===== src/rtl/wav_tb_pkg.sv =====
// rtl/wav_tb_pkg.sv - shared types and widths for the WAV capture sequencer
package wav_tb_pkg;

    typedef enum logic [2:0] {
        IDLE,
        ARM,
        RUN,
        PAD,
        FINISH,
        DONE,
        ERR
    } cap_state_t;

    localparam int FRAME_CNT_W = 32;

endpackage


===== src/rtl/wav_tap_hold.sv =====
// rtl/wav_tap_hold.sv - one-entry holding register for a single audio tap
module wav_tap_hold #(
    parameter int DATA_WIDTH = 16
) (
    input  logic                  clk,
    input  logic                  rst_n,
    input  logic                  en,
    input  logic                  flush,
    input  logic                  tvalid,
    input  logic [DATA_WIDTH-1:0] tdata,
    output logic                  tready,
    output logic                  held_valid,
    output logic [DATA_WIDTH-1:0] held_data,
    input  logic                  take
);

    // Ready comes only from the registered full flag, so a slot drained this
    // cycle cannot be refilled until the next one.
    assign tready = en & ~held_valid;

    // Capture on handshake, release when the sequencer takes the sample.
    always_ff @(posedge clk or negedge rst_n) begin
        if (!rst_n) begin
            held_valid <= 1'b0;
            held_data  <= '0;
        end else if (flush) begin
            held_valid <= 1'b0;
        end else if (tvalid && tready) begin
            held_valid <= 1'b1;
            held_data  <= tdata;
        end else if (take) begin
            held_valid <= 1'b0;
        end
    end

endmodule


===== src/rtl/wav_capture_ctrl.sv =====
// rtl/wav_capture_ctrl.sv - sequences a WAV writer and interleaves audio taps frame by frame
module wav_capture_ctrl
    import wav_tb_pkg::*;
#(
    parameter int NUM_CH      = 4,
    parameter int DATA_WIDTH  = 16,
    parameter int NUM_FRAMES  = 48000,
    parameter int ARM_TIMEOUT = 1024,
    parameter int FINISH_HOLD = 4
) (
    input  logic                         clk,
    input  logic                         rst_n,
    input  logic                         start,
    input  logic                         stop,
    input  logic [NUM_CH-1:0]            src_valid,
    input  logic [NUM_CH*DATA_WIDTH-1:0] src_data,
    output logic [NUM_CH-1:0]            src_ready,
    output logic                         wr_enable,
    output logic [DATA_WIDTH-1:0]        wr_data,
    output logic                         wr_valid,
    input  logic                         wr_ready,
    output logic                         wr_finish,
    output logic                         busy,
    output logic                         done,
    output logic                         err,
    output logic [FRAME_CNT_W-1:0]       frame_count
);

    localparam int PTR_W = (NUM_CH > 1) ? $clog2(NUM_CH) : 1;
    localparam int TMO_W = $clog2(ARM_TIMEOUT + 1);
    localparam int FH_W  = $clog2(FINISH_HOLD + 1);
    localparam logic [PTR_W-1:0]       LAST_PTR    = PTR_W'(NUM_CH - 1);
    localparam logic [FRAME_CNT_W-1:0] FRAME_LIMIT = FRAME_CNT_W'(NUM_FRAMES);

    cap_state_t            state;
    cap_state_t            state_next;
    logic [PTR_W-1:0]      ptr;
    logic [TMO_W-1:0]      tmo;
    logic [FH_W-1:0]       fin_cnt;
    logic                  stop_req;
    logic [NUM_CH-1:0]     full;
    logic [NUM_CH-1:0]     take;
    logic [DATA_WIDTH-1:0] hold_data [NUM_CH];
    logic                  hold_en;
    logic                  flush;
    logic                  xfer;
    logic                  reached;
    logic                  at_end;
    logic                  start_ok;

    assign reached  = (NUM_FRAMES != 0) && (frame_count == FRAME_LIMIT);
    // A frame boundary with an end condition stops before ch0 of the next frame goes out.
    assign at_end   = (ptr == '0) && (stop_req || reached);
    assign start_ok = start && ((state == IDLE) || (state == DONE) || (state == ERR));
    assign hold_en  = (state == RUN);
    assign flush    = (state == DONE);
    assign xfer     = wr_valid & wr_ready;

    for (genvar i = 0; i < NUM_CH; i++) begin : g_tap
        assign take[i] = xfer && (ptr == PTR_W'(i));
        wav_tap_hold #(
            .DATA_WIDTH(DATA_WIDTH)
        ) u_hold (
            .clk        (clk),
            .rst_n      (rst_n),
            .en         (hold_en),
            .flush      (flush),
            .tvalid     (src_valid[i]),
            .tdata      (src_data[i*DATA_WIDTH +: DATA_WIDTH]),
            .tready     (src_ready[i]),
            .held_valid (full[i]),
            .held_data  (hold_data[i]),
            .take       (take[i])
        );
    end

    // Sequencer state register.
    always_ff @(posedge clk or negedge rst_n) begin
        if (!rst_n) begin
            state <= IDLE;
        end else begin
            state <= state_next;
        end
    end

    // Sequencer transitions.
    always_comb begin
        state_next = state;
        case (state)
            IDLE:   if (start) state_next = ARM;
            ARM: begin
                if (stop || stop_req)               state_next = FINISH;
                else if (wr_ready)                  state_next = RUN;
                else if (tmo == TMO_W'(ARM_TIMEOUT)) state_next = ERR;
            end
            RUN: begin
                if (at_end)
                    state_next = FINISH;
                // A stop landing on the last transfer of a frame waits for the boundary instead of padding.
                else if (stop_req && !(xfer && (ptr == LAST_PTR)))
                    state_next = PAD;
            end
            PAD:    if (xfer && (ptr == LAST_PTR)) state_next = FINISH;
            FINISH: if (fin_cnt == FH_W'(FINISH_HOLD - 1)) state_next = DONE;
            DONE:   if (start) state_next = ARM;
            ERR:    if (start) state_next = ARM;
            default: state_next = IDLE;
        endcase
    end

    // Writer-facing outputs decoded from state and the current channel slot.
    always_comb begin
        wr_enable = 1'b0;
        wr_valid  = 1'b0;
        wr_data   = '0;
        wr_finish = 1'b0;
        busy      = 1'b0;
        case (state)
            ARM: begin
                wr_enable = 1'b1;
                busy      = 1'b1;
            end
            RUN: begin
                wr_enable = 1'b1;
                busy      = 1'b1;
                wr_valid  = full[ptr] & ~at_end;
                if (full[ptr]) wr_data = hold_data[ptr];
            end
            PAD: begin
                wr_enable = 1'b1;
                busy      = 1'b1;
                wr_valid  = 1'b1;
                if (full[ptr]) wr_data = hold_data[ptr];
            end
            FINISH: begin
                busy      = 1'b1;
                wr_finish = 1'b1;
            end
            default: ;
        endcase
    end

    // Channel pointer, frame counter, timers, stop latch and status flags.
    always_ff @(posedge clk or negedge rst_n) begin
        if (!rst_n) begin
            ptr         <= '0;
            frame_count <= '0;
            tmo         <= '0;
            fin_cnt     <= '0;
            stop_req    <= 1'b0;
            err         <= 1'b0;
            done        <= 1'b0;
        end else begin
            done    <= (state_next == DONE) && (state != DONE);
            tmo     <= (state == ARM) ? tmo + TMO_W'(1) : '0;
            fin_cnt <= (state == FINISH) ? fin_cnt + FH_W'(1) : '0;

            if ((state == ARM) || (state == RUN) || (state == PAD)) begin
                if (stop) stop_req <= 1'b1;
            end else begin
                stop_req <= 1'b0;
            end

            if (start_ok)
                err <= 1'b0;
            else if ((state == ARM) && (state_next == ERR))
                err <= 1'b1;

            if (start_ok) begin
                ptr         <= '0;
                frame_count <= '0;
            end else if (xfer) begin
                if (ptr == LAST_PTR) begin
                    ptr <= '0;
                    if (frame_count != '1) frame_count <= frame_count + FRAME_CNT_W'(1);
                end else begin
                    ptr <= ptr + PTR_W'(1);
                end
            end
        end
    end

endmodule


===== config.mk =====
export PLATFORM = sky130hd
export DESIGN_NAME = wav_capture_ctrl
export DESIGN_NICKNAME = d
export VERILOG_FILES = /design/src/rtl/wav_tb_pkg.sv /design/src/rtl/wav_tap_hold.sv /design/src/rtl/wav_capture_ctrl.sv
export SDC_FILE = /design/constraint.sdc
export NUM_CORES = 1
export LEC_CHECK = 0
export BUFFER_PORTS_ARGS = -buffer_cell sky130_fd_sc_hd__buf_2
export CAP_MARGIN = 20
export CORE_UTILIZATION = 45
export CTS_BUF_LIST = sky130_fd_sc_hd__clkbuf_4 sky130_fd_sc_hd__clkbuf_8
export DETAILED_ROUTE_END_ITERATION = 8
export PLACE_DENSITY_LB_ADDON = 0.3
export SLEW_MARGIN = 20
export SYNTH_ARGS = -nofsm -noshare
export SYNTH_HDL_FRONTEND = slang
export SYNTH_HIERARCHICAL = 1
export SYNTH_SLANG_ARGS = --single-unit

===== constraint.sdc =====
create_clock -name clk -period 5.64 [get_ports clk]
set_input_delay 1.41 -clock clk [delete_from_list [all_inputs] [get_ports clk]]
set_output_delay 1.41 -clock clk [all_outputs]
set_load 0.01 [all_outputs]

==> results by group <==
Cells and area
  • Final Cell Area: 0.00779 mm^2
  • ANT cells: 0
  • Final #Nets: 761
  • Area Growth Syn to Fin: 17.2%
  • Fillcell total: 1265
  • Most frequent cells in the layout: buf_2, dfrtp_1, mux2_4
  • Share of layout cells above drive strength 1: 42.0%
  • Commonest non-fill, non-tap cell in the layout: buf_2

Setup path
  • Arr. time, crit path: 2.70 ns
  • CP Max Fanout: 21
  • Setup crit end kind: output port
  • Kind of critical path: flip-flop to output port
  • CP Launch Type: flip-flop
  • CP required: 4.23 ns
  • Worst R2R Setup Slack: 2.26 ns
  • Worst r2r src: ptr[1]
  • Crit path from: ptr[1]

Place
  • Port Buffers: 130
  • Placed cell areas: 0.00734 mm^2
  • Detailed Place HPWL: 11100 um
  • Gpl congestion: 0.859

CTS
  • Clk pin slew, worst setup/hold paths: 0.07 ns
  • TritonCTS sink count: 122
  • Post-cts resize count: 0
  • Num CTS Buffers: 17
  • Clock Latency Late Sink: 0.45 ns
  • Root buf cell: clkbuf_8
  • Number of post-CTS setup repair buffers: 0
  • CTS tree: done
  • CTS max path bufs: 2
  • Hold_buf cts: 0
  • H-tree Lvls: 4

Timing
  • Final setup viols: 0
  • RSZ-0062 raised after global routing: no
  • Setup tns final: 0 ns
  • Slew of the pin with the lowest slew margin: 1.02 ns
  • Period utilization: 72.9%
  • Fmax: 243 MHz
  • Max-slew headroom: 31.8%
  • Final Skew: 0.0103 ns
  • Slew Viols, Final: 0
  • Hold Vio Cnt, Final: 0
  • Final min period: 4.11 ns
  • Hold WS: 0.446 ns

Hold path
  • Hold path start: fin_cnt[0]
  • Worst min path class: flip-flop to flip-flop

Synth
  • Post-Syn Instances: 552
  • Yosys warns: 6
  • Ys async rst share: 100%
  • Syn_area_per_cell: 12.0 um^2
  • Post-synth EDFFs: 0
  • Synthesized Nets: 635
  • Flops & latches, synth: 122
  • Ys flop type: dfrtp_1
  • Synthesized cell area: 0.00665 mm^2
  • Synth cell types: 58
  • Register area share after synthesis: 45.9%

Pwr
  • Pwr dens: 386 mW/mm^2
  • Pleak: 3.64 nW
  • Worst vdd ir: 0.246 mV

Detailed routing
  • # DRC: 0
  • Vias: 4943
  • DR vias/cell: 5.65
  • TritonRoute pass-1 iters: 5
  • Avg WL per Cell: 18.3 um
  • ANT nets after route: 0
  • Initial drt markers: 297
  • WL final: 16000 um

Global routing
  • Grt ovf: 0
  • Total Routing Usage GR: 22.5%
  • First-pass GRT wire length: 25600 um
  • Number of global-route vias before repair: 4958
  • Initial antenna violation count: 0
  • Largest net degree at the start of global routing: 50

Floorplanning
  • Die span in y: 124 um
  • # IOs: 131
  • Die Wd: 124 um
  • Die area: 0.0153 mm^2
  • Initial Utilization: 45.9%
  • Row count: 44
  • Total core area: 0.0145 mm^2

Flow run
  • Max cap viols: 0

Outcome
  • Status: finished clean
==> synth_stat cells (5+ instances only) <==
cell type    n  area [um^2]
buf_6        5         56.3
a21oi_1     23          115
o21ai_0      6         30.0
mux2_2      25          282
o31ai_1     18          135
buf_12       5          100
nor4_1       8         50.1
mux2_4      40          601
mux4_2      17          383
or4_1       11         82.6
and3_1      21          131
a21oi_2      6         52.6
and2_1      11         68.8
xnor2_1      8         70.1
nand2_1     28          105
xor2_1       7         61.3
or4_2        7         61.3
nand3_1     17         85.1
nor2_1      37          139
dfrtp_1    122         3050
clkbuf_1    12         45.0
or3_2        6         45.0
ha_1        10          125
nand4_1     13         81.3
inv_1       17         63.8
==> stage by stage <==
stage | setup WS, ns | util (%) | power (mW) | std cells
global placement | 1.90 | 50.7 | 2.11 | 842
detailed placement | 1.78 | 50.7 | 2.16 | 842
finish | 1.53 | 53.8 | 3.01 | 875
global route | 1.34 | 53.8 | 3.18 | 875
CTS | 1.48 | 53.7 | 3.03 | 874
floorplan | 2.00 | - | 1.93 | 552
==> metal layers <==
metal / global-route usage (%) / wire length, um
met5: 0 / 0
met4: 7.53 / 163
met3: 6.55 / 1160
met2: 36.5 / 7760
met1: 28.8 / 6920
==> worst max-delay path: stages, from the launching register on <==
cell     delay, ns
dfrtp_1       0.73
inv_1         0.20
ha_1          0.24
inv_1         0.08
or4_1         0.66
nand2_1       0.15
nor2_1        0.06
buf_2         0.14
==> power by group <==
group | total [mW] | internal [mW] | switching (mW) | leakage, nW
clock | 0.871 | 0.507 | 0.364 | 0.218
sequential | 1.28 | 1.11 | 0.169 | 1.62
combinational | 0.863 | 0.498 | 0.365 | 1.80
total | 3.01 | 2.11 | 0.898 | 3.64
==> sequential cells by signal, indices dropped and copies added (netlist names) <==
signal / cells
g_tap.u_hold/held_valid: 4
stop_req: 1
fin_cnt: 3
err: 1
frame_count: 32
g_tap.u_hold/held_data: 64
done: 1
tmo: 11
ptr: 2
state: 3
==> logic make-up after synthesis <==
group / count (synthesis) / synth area share (%)
AND/OR/NAND/NOR: 199 / 18.6
flip-flops: 122 / 45.9
multiplexers: 86 / 19.6
AO/OA/AOI/OAI: 70 / 7.11
buffers and inverters: 50 / 4.86
XOR/XNOR: 15 / 1.98
adder cells (fa/ha/maj): 10 / 1.88
==> area by class of cell <==
cell class / instances / area [um^2] / area share, %
clock buffers: 20 / 269 / 3.45
clock inverters: 12 / 171 / 2.20
well taps: 184 / 230 / 2.95
flip-flops and latches: 122 / 3050 / 39.2
repair buffers: 140 / 732 / 9.39
multi-input cells: 380 / 3270 / 42.0
inverters: 17 / 63.8 / 0.819
==> path summary, 6_finish.rpt <==
path	endpoint	cells after the start
setup / recovery	wr_valid	7
hold / removal	fin_cnt[0]	1
setup reg to reg	frame_count[30]	6
hold reg to reg	fin_cnt[0]	1
max in group asynchronous	g_tap[1].u_hold/held_valid	2
min in group asynchronous	tmo[7]	1
(Power assumes the default switching activity.)
